`config.mk`:
```
export PLATFORM = sky130hd
export DESIGN_NAME = rom_loader_fifo
export DESIGN_NICKNAME = d
export VERILOG_FILES = /design/src/rtl/rom_loader_fifo.sv
export SDC_FILE = /design/constraint.sdc
export NUM_CORES = 1
export LEC_CHECK = 0
export ABC_CLOCK_PERIOD_IN_PS = 2750
export BUFFER_PORTS_ARGS = -buffer_cell sky130_fd_sc_hd__buf_2
export CAP_MARGIN = 40
export CELL_PAD_IN_SITES_DETAIL_PLACEMENT = 1
export CELL_PAD_IN_SITES_GLOBAL_PLACEMENT = 2
export CORE_UTILIZATION = 37
export CTS_CLUSTER_SIZE = 20
export DETAILED_ROUTE_END_ITERATION = 12
export PLACE_DENSITY = 0.86
export SLEW_MARGIN = 20
export SYNTH_ARGS = -nofsm -noshare
export SYNTH_HDL_FRONTEND = slang
export SYNTH_SLANG_ARGS = --single-unit
```
`constraint.sdc`:
```
create_clock -name iclk -period 2.75 [get_ports iclk]
set_clock_uncertainty 0.15 [all_clocks]
set_input_delay 0.275 -clock iclk [delete_from_list [all_inputs] [get_ports iclk]]
set_output_delay 0.275 -clock iclk [all_outputs]
set_load 0.01 [all_outputs]
```
`src/rtl/rom_loader_fifo.sv`:
```
// rom_loader_fifo
//   Copies LEN words from flash, starting at word address BASE, into SDRAM
//   starting at byte address 0. A small prefetch FIFO decouples the flash
//   read handshake from the SDRAM write handshake so the two can overlap.
//
// Optional feature macro: ROM_LOADER_CHECKSUM_EN
//   When defined, words written at byte offsets >= 0x200 are summed modulo
//   2^16 (Genesis header checksum) and reported once the load completes.
//   When undefined, ochecksum/ochecksum_vld are tied to 0 and no adder exists.
//
// Ports
//   iclk, ireset_n      clock, asynchronous active-low reset
//   istart              1-cycle start pulse, qualified by ibase_addr/ilen
//   ibase_addr, ilen    first flash word address and word count (0 = no load)
//   oloading            high while a load is in progress
//   orom_load_wr        1-cycle SDRAM write strobe
//   irom_load_wait      SDRAM side busy
//   oram_addr           SDRAM byte address of the current word (bit0 = 0)
//   oram_wrdata         word being written (0 outside the strobe)
//   ofl_addr, ofl_req   flash word address and level read request
//   ifl_data, ifl_ack   flash read data and 1-cycle completion
//   ochecksum(_vld)     header checksum and its valid flag
//
// Fetch FSM
//   state  | meaning
//   F_IDLE | no request; re-evaluates FIFO space and remaining words
//   F_REQ  | first cycle of a flash request
//   F_WAIT | request held, waiting for ifl_ack
//
// Write FSM
//   state  | meaning
//   W_IDLE | waiting for FIFO data and irom_load_wait=0
//   W_WR   | write strobe, FIFO head popped
//   W_GAP  | mandatory 1-cycle spacing after a strobe
//   W_DONE | last word written, waiting for irom_load_wait=0 to finish

module rom_loader_fifo #(
  parameter int                   RAM_ADDR_W    = 25,
  parameter int                   FL_ADDR_W     = 23,
  parameter int                   DATA_W        = 16,
  parameter int                   FIFO_DEPTH    = 4,
  parameter bit                   AUTO_START    = 1'b1,
  parameter logic [FL_ADDR_W-1:0] DEFAULT_WORDS = 23'h200000
) (
  input  logic                  iclk,
  input  logic                  ireset_n,
  input  logic                  istart,
  input  logic [FL_ADDR_W-1:0]  ibase_addr,
  input  logic [FL_ADDR_W-1:0]  ilen,
  output logic                  oloading,
  output logic                  orom_load_wr,
  input  logic                  irom_load_wait,
  output logic [RAM_ADDR_W-1:0] oram_addr,
  output logic [DATA_W-1:0]     oram_wrdata,
  output logic [FL_ADDR_W-1:0]  ofl_addr,
  output logic                  ofl_req,
  input  logic [DATA_W-1:0]     ifl_data,
  input  logic                  ifl_ack,
  output logic [15:0]           ochecksum,
  output logic                  ochecksum_vld
);

  localparam int PTR_W = (FIFO_DEPTH > 1) ? $clog2(FIFO_DEPTH) : 1;
  localparam int CNT_W = PTR_W + 1;

  typedef enum logic [1:0] {
    F_IDLE = 2'd0,
    F_REQ  = 2'd1,
    F_WAIT = 2'd2
  } fetch_state_t;

  typedef enum logic [1:0] {
    W_IDLE = 2'd0,
    W_WR   = 2'd1,
    W_GAP  = 2'd2,
    W_DONE = 2'd3
  } write_state_t;

  fetch_state_t r_fstate, w_fnext;
  write_state_t r_wstate, w_wnext;

  logic                  r_loading;
  logic                  r_auto_pend;
  logic [FL_ADDR_W-1:0]  r_fl_addr;
  logic [FL_ADDR_W-1:0]  r_fetch_left;
  logic [FL_ADDR_W-1:0]  r_wr_left;
  logic [RAM_ADDR_W-1:0] r_ram_addr;

  logic [DATA_W-1:0]     r_mem [FIFO_DEPTH];
  logic [PTR_W-1:0]      r_wr_ptr;
  logic [PTR_W-1:0]      r_rd_ptr;
  logic [CNT_W-1:0]      r_count;

  logic                  w_auto_go;
  logic                  w_user_go;
  logic                  w_accept;
  logic [FL_ADDR_W-1:0]  w_start_base;
  logic [FL_ADDR_W-1:0]  w_start_len;
  logic                  w_full;
  logic                  w_empty;
  logic                  w_ack;
  logic                  w_push;
  logic                  w_pop;
  logic                  w_finish;
  logic [DATA_W-1:0]     w_head;

  // ---------------------------------------------------------------------------
  // Start qualification. The auto-start pulse exists only on the first cycle
  // after reset release and takes priority over a coincident istart.
  // ---------------------------------------------------------------------------
  assign w_auto_go    = r_auto_pend && (DEFAULT_WORDS != '0);
  assign w_user_go    = istart && (ilen != '0);
  assign w_accept     = !r_loading && (w_auto_go || w_user_go);
  assign w_start_base = w_auto_go ? '0 : ibase_addr;
  assign w_start_len  = w_auto_go ? DEFAULT_WORDS : ilen;

  // ---------------------------------------------------------------------------
  // Prefetch FIFO
  // ---------------------------------------------------------------------------
  assign w_full  = (r_count == CNT_W'(FIFO_DEPTH));
  assign w_empty = (r_count == '0);
  assign w_head  = r_mem[r_rd_ptr];

  // An ack only counts while a request is outstanding; stray acks are dropped.
  assign w_ack  = ifl_ack && (r_fstate != F_IDLE);
  assign w_push = w_ack;
  assign w_pop  = (r_wstate == W_WR);

  always_ff @(posedge iclk) begin
    if (w_push) begin
      r_mem[r_wr_ptr] <= ifl_data;
    end
  end

  // Push with pop on a full FIFO is safe: the head is read combinationally
  // before the write lands. A pop is never issued on an empty FIFO because
  // W_WR is only entered with data present.
  always_ff @(posedge iclk or negedge ireset_n) begin
    if (!ireset_n) begin
      r_wr_ptr <= '0;
      r_rd_ptr <= '0;
      r_count  <= '0;
    end else begin
      if (w_push) begin
        r_wr_ptr <= r_wr_ptr + PTR_W'(1);
      end
      if (w_pop) begin
        r_rd_ptr <= r_rd_ptr + PTR_W'(1);
      end
      if (w_push && !w_pop) begin
        r_count <= r_count + CNT_W'(1);
      end else if (w_pop && !w_push) begin
        r_count <= r_count - CNT_W'(1);
      end
    end
  end

  // ---------------------------------------------------------------------------
  // Fetch FSM. Returning to F_IDLE after every ack guarantees ofl_req drops for
  // at least one cycle between reads. Only one read is ever outstanding and
  // F_REQ requires a free slot, so the push on ack can never overflow.
  // ---------------------------------------------------------------------------
  always_comb begin
    w_fnext = r_fstate;
    case (r_fstate)
      F_IDLE: begin
        if (r_loading && (r_fetch_left != '0) && !w_full) begin
          w_fnext = F_REQ;
        end
      end
      F_REQ: begin
        w_fnext = w_ack ? F_IDLE : F_WAIT;
      end
      F_WAIT: begin
        if (w_ack) begin
          w_fnext = F_IDLE;
        end
      end
      default: w_fnext = F_IDLE;
    endcase
  end

  // ---------------------------------------------------------------------------
  // Write FSM. r_wr_left is already decremented when W_GAP is reached, so zero
  // there means the word just written was the last one.
  // ---------------------------------------------------------------------------
  always_comb begin
    w_wnext  = r_wstate;
    w_finish = 1'b0;
    case (r_wstate)
      W_IDLE: begin
        if (r_loading && (r_wr_left != '0) && !w_empty && !irom_load_wait) begin
          w_wnext = W_WR;
        end
      end
      W_WR: begin
        w_wnext = W_GAP;
      end
      W_GAP: begin
        if (r_wr_left == '0) begin
          if (!irom_load_wait) begin
            w_finish = 1'b1;
            w_wnext  = W_IDLE;
          end else begin
            w_wnext = W_DONE;
          end
        end else if (!w_empty && !irom_load_wait) begin
          w_wnext = W_WR;
        end else begin
          w_wnext = W_IDLE;
        end
      end
      W_DONE: begin
        if (!irom_load_wait) begin
          w_finish = 1'b1;
          w_wnext  = W_IDLE;
        end
      end
      default: w_wnext = W_IDLE;
    endcase
  end

  always_ff @(posedge iclk or negedge ireset_n) begin
    if (!ireset_n) begin
      r_fstate <= F_IDLE;
      r_wstate <= W_IDLE;
    end else begin
      r_fstate <= w_fnext;
      r_wstate <= w_wnext;
    end
  end

  // ---------------------------------------------------------------------------
  // Load bookkeeping. Accept and the ack/pop updates are mutually exclusive:
  // accept needs oloading=0, which implies both FSMs are idle.
  // ---------------------------------------------------------------------------
  always_ff @(posedge iclk or negedge ireset_n) begin
    if (!ireset_n) begin
      r_loading    <= 1'b0;
      r_auto_pend  <= AUTO_START;
      r_fl_addr    <= '0;
      r_fetch_left <= '0;
      r_wr_left    <= '0;
      r_ram_addr   <= '0;
    end else begin
      r_auto_pend <= 1'b0;
      if (w_accept) begin
        r_loading    <= 1'b1;
        r_fl_addr    <= w_start_base;
        r_fetch_left <= w_start_len;
        r_wr_left    <= w_start_len;
        r_ram_addr   <= '0;
      end else begin
        if (w_finish) begin
          r_loading <= 1'b0;
        end
        if (w_ack) begin
          r_fl_addr    <= r_fl_addr + FL_ADDR_W'(1);
          r_fetch_left <= r_fetch_left - FL_ADDR_W'(1);
        end
        if (w_pop) begin
          r_wr_left  <= r_wr_left - FL_ADDR_W'(1);
          r_ram_addr <= r_ram_addr + RAM_ADDR_W'(2);
        end
      end
    end
  end

  // ---------------------------------------------------------------------------
  // Outputs
  // ---------------------------------------------------------------------------
  assign oloading     = r_loading;
  assign orom_load_wr = w_pop;
  assign oram_wrdata  = w_pop ? w_head : '0;
  assign oram_addr    = r_ram_addr;
  assign ofl_addr     = r_fl_addr;
  assign ofl_req      = (r_fstate != F_IDLE);

`ifdef ROM_LOADER_CHECKSUM_EN
  logic [15:0] r_csum;
  logic        r_csum_vld;

  // The header occupies bytes 0..0x1FF and is excluded from the sum.
  always_ff @(posedge iclk or negedge ireset_n) begin
    if (!ireset_n) begin
      r_csum     <= '0;
      r_csum_vld <= 1'b0;
    end else begin
      if (w_accept) begin
        r_csum     <= '0;
        r_csum_vld <= 1'b0;
      end else begin
        if (w_pop && (r_ram_addr >= RAM_ADDR_W'(12'h200))) begin
          r_csum <= r_csum + 16'(w_head);
        end
        if (w_finish) begin
          r_csum_vld <= 1'b1;
        end
      end
    end
  end

  assign ochecksum     = r_csum;
  assign ochecksum_vld = r_csum_vld;
`else
  assign ochecksum     = 16'h0000;
  assign ochecksum_vld = 1'b0;
`endif

endmodule
```
* Yosys cells after proc, flatten, opt, wreduce, memory -nomap -nowiden
Memories as Yosys holds them, arrays and structs flattened.
Cells that the tools add are included.
** Word-level totals
- Register bits :: 107
- Bits in latches :: 0
- Bits in writable memories :: 64
- Memory bits (read-only) :: 0
- Input port bits :: 67
- Word-level logic and storage cells :: 92
- Memories kept :: 1
** Memories
- r_mem :: depth 4, width 16, rd ports 1, clocked after memory_dff 0, wr ports 1, line 89 : logic [DATA_W-1:0] r_mem [FIFO_DEPTH];
** Cells by class
- Add/subtract/negate cells :: 8
- Multipliers :: 0
- Divide/modulo/power cells :: 0
- $lt $le $gt $ge :: 0
- Equality and inequality tests :: 10
- Shift operators :: 0
- Mux-type cells :: 30
- Bitwise operators :: 0
- Reductions and logical operators :: 32
** Operators with widths (count)
- two-way mux 23 bit :: 8
- nonzero test 23 bit :: 3
- two-way mux 25 bit :: 2
- subtractor 23 x 1 -> 23 bit, second input constant :: 2
- adder 25 x 2 -> 25 bit, second input constant :: 1
- adder 23 x 1 -> 23 bit, second input constant :: 1
- zero test 23 bit :: 1
- two-way mux 16 bit :: 1
- two-way mux 2 bit :: 7
- logical AND 1 bit :: 11
- nonzero test 2 bit :: 5
- inequality test 2 bit, second input constant :: 4
- case mux 2 bit (4 select lines) :: 1
- two-way mux 1 bit :: 7
- equality test 2 bit, second input constant :: 3
- zero test 1 bit :: 6
- two-way mux 3 bit :: 2
- case mux 2 bit (3 select lines) :: 1
- adder 2 x 1 -> 2 bit, second input constant :: 2
- equality test 2 x 1 -> 1 bit, second input constant :: 2
- zero test 2 bit :: 2
- AND reduction 2 bit :: 2
- adder 3 x 1 -> 3 bit, second input constant :: 1
- equality test 3 bit, second input constant :: 1
- other kinds (4) :: 4

* Depth between registers and ports, before layout
Gate-level depths: netlist (run 1).
- Depth after elaboration :: 6
- Gate-level depth with buffers :: 9

* Worst setup path before layout (run 1)
No wires, ideal clock.
- Kind :: register to register
- Start point :: register r_fstate[1]
- End point :: register r_count[1]
- Data arrival time :: 2027 ps
- Slack :: 449 ps
- Stages on the path, launching flop included :: 8
- Path through :: dfrtp_1 > o21ai_1 > inv_1 > clkbuf_1 > ha_1 > inv_1 > fa_1 > mux2_2
** On the way
- Cells in the longest elaborated chain, start to end :: 5
- Elaborated cells between the ends (all ways) :: 7
** RTL lines
- start, declared :: line 79 : fetch_state_t r_fstate, w_fnext;
- start signal, assigned :: line 228 : r_fstate <= w_fnext;
- nonzero test 2 bit * :: line 125 : assign w_ack = ifl_ack && (r_fstate != F_IDLE);
- logical AND 1 bit * :: line 125
- named net w_ack :: line 101 : logic w_ack;
- zero test 1 bit :: line 152 : end else if (w_pop && !w_push) begin
- logical AND 1 bit :: line 152
- nonzero test 2 bit (no line)
- end signal, assigned :: line 151 : r_count <= r_count + CNT_W'(1);
- end signal, assigned :: line 153 : r_count <= r_count - CNT_W'(1);
- end, declared :: line 92 : logic [CNT_W-1:0] r_count;
Mark *: on every way through the listed nets, which the timed path passes. The rest lies on a longest branch.
A chain may end at the register's enable or synchronous reset.

* Worst setup path after layout (run 1)
- Start point :: register r_rd_ptr[0]
- End point :: output oram_wrdata[14]
** On the way
- Cells in the longest elaborated chain, start to end :: 2
** RTL lines
- start, declared :: line 91 : logic [PTR_W-1:0] r_rd_ptr;
- start signal, assigned :: line 148 : r_rd_ptr <= r_rd_ptr + PTR_W'(1);
- memory read (4 x 16 bit)
- two-way mux 16 bit :: line 274 : assign oram_wrdata = w_pop ? w_head : '0;
- end, declared :: line 54 : output logic [DATA_W-1:0] oram_wrdata,
No other way between the ends.

==> flow_summary_export.csv, run 1 <==
group,metric,value,unit
floorplan,coreArea,22100,sq um
finish,nFillCells,2365,
power_and_ir_drop,p_sw_share,37.6,%
grt,grt_pass1_wl,34100,microns
detailed_routing,wl_per_cell,17.5,microns
sta,whs,0.000971,ns
finish,syn_to_final_growth,26.2,%
synth,synthesis.area,8460,sq um
detailed_routing,wl_met2,10500,microns
synth,synthFlopType,"dfrtp_1",
synth,synth_top_area_share,31.1,%
worst_setup_path,required,2.33,ns
power_and_ir_drop,power.density,942,nW/um^2
synth,avgSynthCellArea,12.0,sq um
synth,synth-edff-count,64,
detailed_routing,drt-total-wl,20900,microns
cts,cts_hold_buf,55,
sta,worstMarginPinSlew,0.702,ns
cts,cts.sinks,170,
detailed_routing,top_layer_used,"met4",
floorplan,die_x,153,microns
sta,fmax,417,MHz
worst_setup_path,startpoint_type,"register",
grt,grt_overflow_total,0,
finish,final_cell_mix,"buf_2, dfrtp_1, nand2_1",
sta,max_slew_margin,53.2,%
detailed_routing,route.met3.wl,592,microns
finish,multi_input_area,3650,sq um
sta,rsz0062_at_grt,"no",
detailed_routing,drt-met1-wl,9510,microns
sta,period_needed,2.40,ns
synth,synth_area_leader_cell,"dfrtp_1",
power_and_ir_drop,seq_power_share,40.4,%
detailed_routing,num_vias,5932,
place,port_buffers,132,
power_and_ir_drop,switchingPower,3780,uW
grt,antenna_found_initial,0,
sta,setup_viol,0,
finish,fin_util,48.3,%
power_and_ir_drop,leakagePower,0.00438,uW
synth,synthArstFlopShare,62.4,%
grt,grt_max_degree,58,
status,status,"completed",
cts,clockRootBuffer,"clkbuf_16",
worst_hold_path,hold_class,"primary input to register",
finish,nNetsFinal,979,
worst_setup_path,worstPathMaxFanout,18,
finish,ff_latch_area,4580,sq um
place,place.detailed.hpwl,14200,microns
detailed_routing,post-route-drc-count,0,
synth,netlist_top_cells_area,"dfrtp_1, edfxtp_1, mux2i_1",
worst_setup_path,critPathKind,"register to output pin",
cts,ctsResizeCount,0,
worst_hold_path,hold_path_depth,3,
sta,final-max-slew-violation-count,0,
cts,postCtsSetupBuffers,0,
floorplan,ios,151,
sta,fin_crit_sh,87.3,%
cts,htree_levels,4,
place,gp_congestion,0.731,
synth,synth.yosys.seq_area_share,54.1,%
worst_setup_path,ff2ff_path_depth,6,
floorplan,dieArea,23500,sq um
synth,synth-seq-cells,170,
flow_run,maxCapViolations,0,
detailed_routing,avgViaCountPerCell,4.97,
cts,path_clk_slew,0.08,ns
power_and_ir_drop,p_int,6280,uW
worst_setup_path,crit_arrival,1.98,ns
sta,final.setup.tns,0,ns
power_and_ir_drop,clockPowerShare,26.2,%
power_and_ir_drop,power_frac_comb,33.4,%
detailed_routing,drt_iter0_markers,222,
synth,ys_types,52,
finish,layout_commonest_cell,"buf_2",
synth,syn_inst,706,
power_and_ir_drop,power,10100,uW
finish,diodes,0,
grt,track_usage,18.7,%
cts,clkLatencyLatePin,0.44,ns
worst_setup_path,cp-end-kind,"output pin",
finish,drive_above_1_share,23.9,%
cts,cts_tree,"built",
detailed_routing,ant_nets,0,
floorplan,die_height,153,microns
floorplan,rows,54,
synth,ys.warnings.count,0,
power_and_ir_drop,irDropWorstVdd,429,uV
floorplan,initial_core_util,38.3,%
cts,cts_buffer_depth,2,
detailed_routing,firstDrtPassIters,4,
cts,numCtsBuffers,17,
sta,finalHoldViolations,0,
grt,grt_pass1_vias,6400,
cell usage after synthesis (all sizes together), types with 7 or more instances:
library cell,count
dfrtp,105
nand2,71
mux2i,68
edfxtp,64
nor2,47
xnor2,47
xor2,47
buf,32
nor3,26
and2,23
nand4,23
nand3,20
nor4,17
mux4,16
clkbuf,14
inv,14
ha,10
o21ai,8
or3,8
a21oi,7
registers in the layout, summed over array words and instances, names as in the netlist:
name          flops
oram_addr        24
r_auto_pend       1
ofl_addr         23
r_mem            64
r_fstate          2
r_wstate          2
oloading          1
r_fetch_left     23
r_wr_left        23
r_rd_ptr          2
r_wr_ptr          2
r_count           3
power by group through the flow:
stage	logic [uW]	clock network, uW	registers (uW)
final	3360	2630	4070
after global routing	3720	2780	4170
after CTS	3420	2700	4070
after detailed placement	3340	0	4110
after global placement	3210	0	4090
after floorplan	2320	0	4000
logic make-up (layout without fill, tap and decap cells):
family	Yosys count	in the layout	share of synthesized area [%]
and+or+nand+nor	262	262	16.6
DFF	170	170	54.1
xor gates and xnor gates	94	94	9.74
muxes	85	85	12.4
buffers and inverters	60	250	3.68
AOI/OAI and AO/OA	23	23	1.69
adders and majority gates	11	11	1.72
other	1	19	0.0443
area by class of cell:
type                    instances  area share [%]
multi-input cells             494            34.2
flip-flops and latches        170            42.9
well taps                     280            3.28
inverters                      14           0.492
clock buffers                  17            3.98
clock inverters                15            2.11
repair buffers                204            13.1
metal layers:
| layer | vias to the layer above | GRT usage [%] |
|---|---|---|
| met1 | 2956 | 24.0 |
| met3 | 21 | 3.49 |
| met4 | 0 | 5.92 |
| met2 | 100 | 31.9 |
| li1 | 2855 | - |
| met5 | - | 0 |
metrics by stage:
stage	instance area (sq um)	setup WS [ns]	instances
floorplan	8520	0.449	724
global placement	9420	0.454	1103
detailed placement	9480	0.368	1107
CTS	10700	0.300	1194
global route	10700	0.190	1194
finish	10700	0.349	1194
path summary, 6_finish.rpt:
| path | startpoint | endpoint | slack (ns) |
|---|---|---|---|
| worst min register to register | r_count[2] | r_count[2] | 0.38 |
| max in group asynchronous | ireset_n | oram_addr[3] | 1.46 |
| worst max-delay path | r_rd_ptr[0] | oram_wrdata[14] | 0.35 |
| min in group asynchronous | ireset_n | r_wr_left[13] | 0.28 |
| worst min-delay path | ilen[11] | r_wr_left[11] | 0.001 |
| worst max register to register | r_fstate[1] | r_count[1] | 0.37 |
critical path: stages (launching register included):
cell	delay, ns
dfrtp_1	0.33
buf_4	0.33
mux4_2	0.55
and2_1	0.19
buf_2	0.14
(Power assumes the default switching activity.)
==> run 2, diff against run 1 <==
==> constraint.sdc (replaced) <==
create_clock -name iclk -period 2.75 [get_ports iclk]
set_clock_uncertainty 0.15 [all_clocks]
set_input_delay 0.4125 -clock iclk [delete_from_list [all_inputs] [get_ports iclk]]
set_output_delay 0.4125 -clock iclk [all_outputs]
set_load 0.01 [all_outputs]
==> run 2 against run 1 <==
Register-to-register slack better by 0.02 ns. Sequential share of layout area is 2.3 points higher. Worst hold slack better by 0.044 ns. Combinational power hardly changed.
==> flow_summary_export.csv, run 2 (synthesized netlist as in run 1, its figures left out) <==
group,metric,value,unit
detailed_routing,post-route-drc-count,0,
worst_setup_path,cp-end-kind,"output pin",
finish,final_cell_mix,"buf_2, dfrtp_1, nand2_1",
cts,clkLatencyLatePin,0.43,ns
cts,ctsResizeCount,0,
finish,nNetsFinal,928,
floorplan,die_x,153,microns
finish,syn_to_final_growth,19.9,%
sta,rsz0062_at_grt,"no",
detailed_routing,drt-total-wl,20200,microns
grt,antenna_found_initial,0,
power_and_ir_drop,power.density,977,nW/um^2
sta,worstMarginPinSlew,0.727,ns
floorplan,initial_core_util,38.3,%
sta,max_slew_margin,51.1,%
sta,fmax,396,MHz
floorplan,coreArea,22100,sq um
finish,largest_register_ffs,64,
floorplan,rows,54,
cts,numCtsBuffers,17,
detailed_routing,avgViaCountPerCell,5.01,
grt,grt_max_degree,49,
worst_setup_path,critPathKind,"register to output pin",
worst_setup_path,crit_arrival,1.96,ns
cts,path_clk_slew,0.08,ns
status,status,"completed",
worst_hold_path,hold_class,"primary input to register",
sta,final-max-slew-violation-count,0,
grt,grt_pass1_vias,6104,
worst_setup_path,required,2.19,ns
cts,cts_tree,"built",
grt,grt_overflow_total,0,
power_and_ir_drop,irDropWorstVdd,418,uV
grt,grt_pass1_wl,33200,microns
cts,cts_buffer_depth,2,
place,port_buffers,132,
detailed_routing,firstDrtPassIters,4,
finish,layout_commonest_cell,"buf_2",
grt,track_usage,18.1,%
worst_setup_path,startpoint_type,"register",
finish,fin_util,45.9,%
worst_setup_path,worstPathMaxFanout,18,
cts,cts.sinks,170,
sta,finalHoldViolations,0,
finish,diodes,0,
floorplan,die_height,153,microns
finish,drive_above_1_share,25.6,%
sta,final.setup.tns,0,ns
place,place.detailed.hpwl,14000,microns
finish,nFillCells,2393,
detailed_routing,wl_per_cell,17.7,microns
sta,fin_crit_sh,91.9,%
sta,setup_viol,0,
flow_run,maxCapViolations,0,
sta,period_needed,2.53,ns
cts,htree_levels,4,
floorplan,dieArea,23500,sq um
floorplan,ios,151,
finish,top_register,"r_mem",
detailed_routing,num_vias,5729,
cts,clockRootBuffer,"clkbuf_16",
detailed_routing,drt_iter0_markers,253,
cts,postCtsSetupBuffers,0,
power_and_ir_drop,leakagePower,0.00416,uW
place,gp_congestion,0.774,
detailed_routing,ant_nets,0,
[run 2: critical path, cell delays in order, from the launching register on]
cell and delay, ns:
dfrtp_1 0.33, buf_4 0.33, mux4_2 0.56, and2_1 0.18, buf_2 0.14
[run 2: final cells by class]
| class | count | area, sq um | share of cell area (%) |
|---|---|---|---|
| Timing Repair Buffer | 153 | 887 | 8.75 |
| Sequential cell | 170 | 4580 | 45.1 |
| Tap cell | 280 | 350 | 3.45 |
| Clock inverter | 15 | 200 | 1.97 |
| Clock buffer | 17 | 425 | 4.19 |
| Inverter | 14 | 52.6 | 0.518 |
| Multi-Input combinational cell | 494 | 3650 | 36.0 |
[run 2: routing by layer]
| layer | GRT usage, % | vias to the layer above | wire length, microns |
|---|---|---|---|
| met5 | 0 | - | 0 |
| met1 | 23.6 | 2856 | 9290 |
| met4 | 5.58 | 0 | 291 |
| met2 | 30.6 | 106 | 9990 |
| li1 | - | 2751 | - |
| met3 | 3.43 | 16 | 625 |
[run 2: power breakdown]
part | switching [uW] | internal, uW | total [uW]
registers | 712 | 3360 | 4070
logic | 1750 | 1590 | 3340
clock network | 1240 | 1260 | 2500
[run 2: per-stage QoR]
step	hold slack (ns)	cells	power, uW	setup slack (ns)	area (sq um)
floorplan	-0.0331	724	6310	0.449	8520
global placement	0.347	1106	7330	0.445	9450
detailed placement	0.344	1106	7450	0.372	9450
CTS	0.0194	1139	10000	0.168	10100
global route	0.0221	1143	10500	0.105	10100
finish	0.0452	1143	9910	0.223	10100
[run 2: path summary, 6_finish.rpt]
check	start	slack, ns	end	depth (start not counted)
min in group asynchronous	ireset_n	0.40	r_fetch_left[14]	2
worst min register to register	oram_addr[24]	0.39	oram_addr[24]	2
worst max register to register	r_fstate[1]	0.39	r_count[1]	6
worst min-delay path	ifl_data[2]	0.05	r_mem[2][2]	1
worst max-delay path	r_rd_ptr[0]	0.22	oram_wrdata[7]	4
max in group asynchronous	ireset_n	1.28	r_wstate[1]	3
[run 2: what timing repair did]
action | in CTS | in global routing
endpoints found under the hold margin | 45 | 0
hold buffers | 1 | 0
endpoints found under the setup margin | 0 | 0
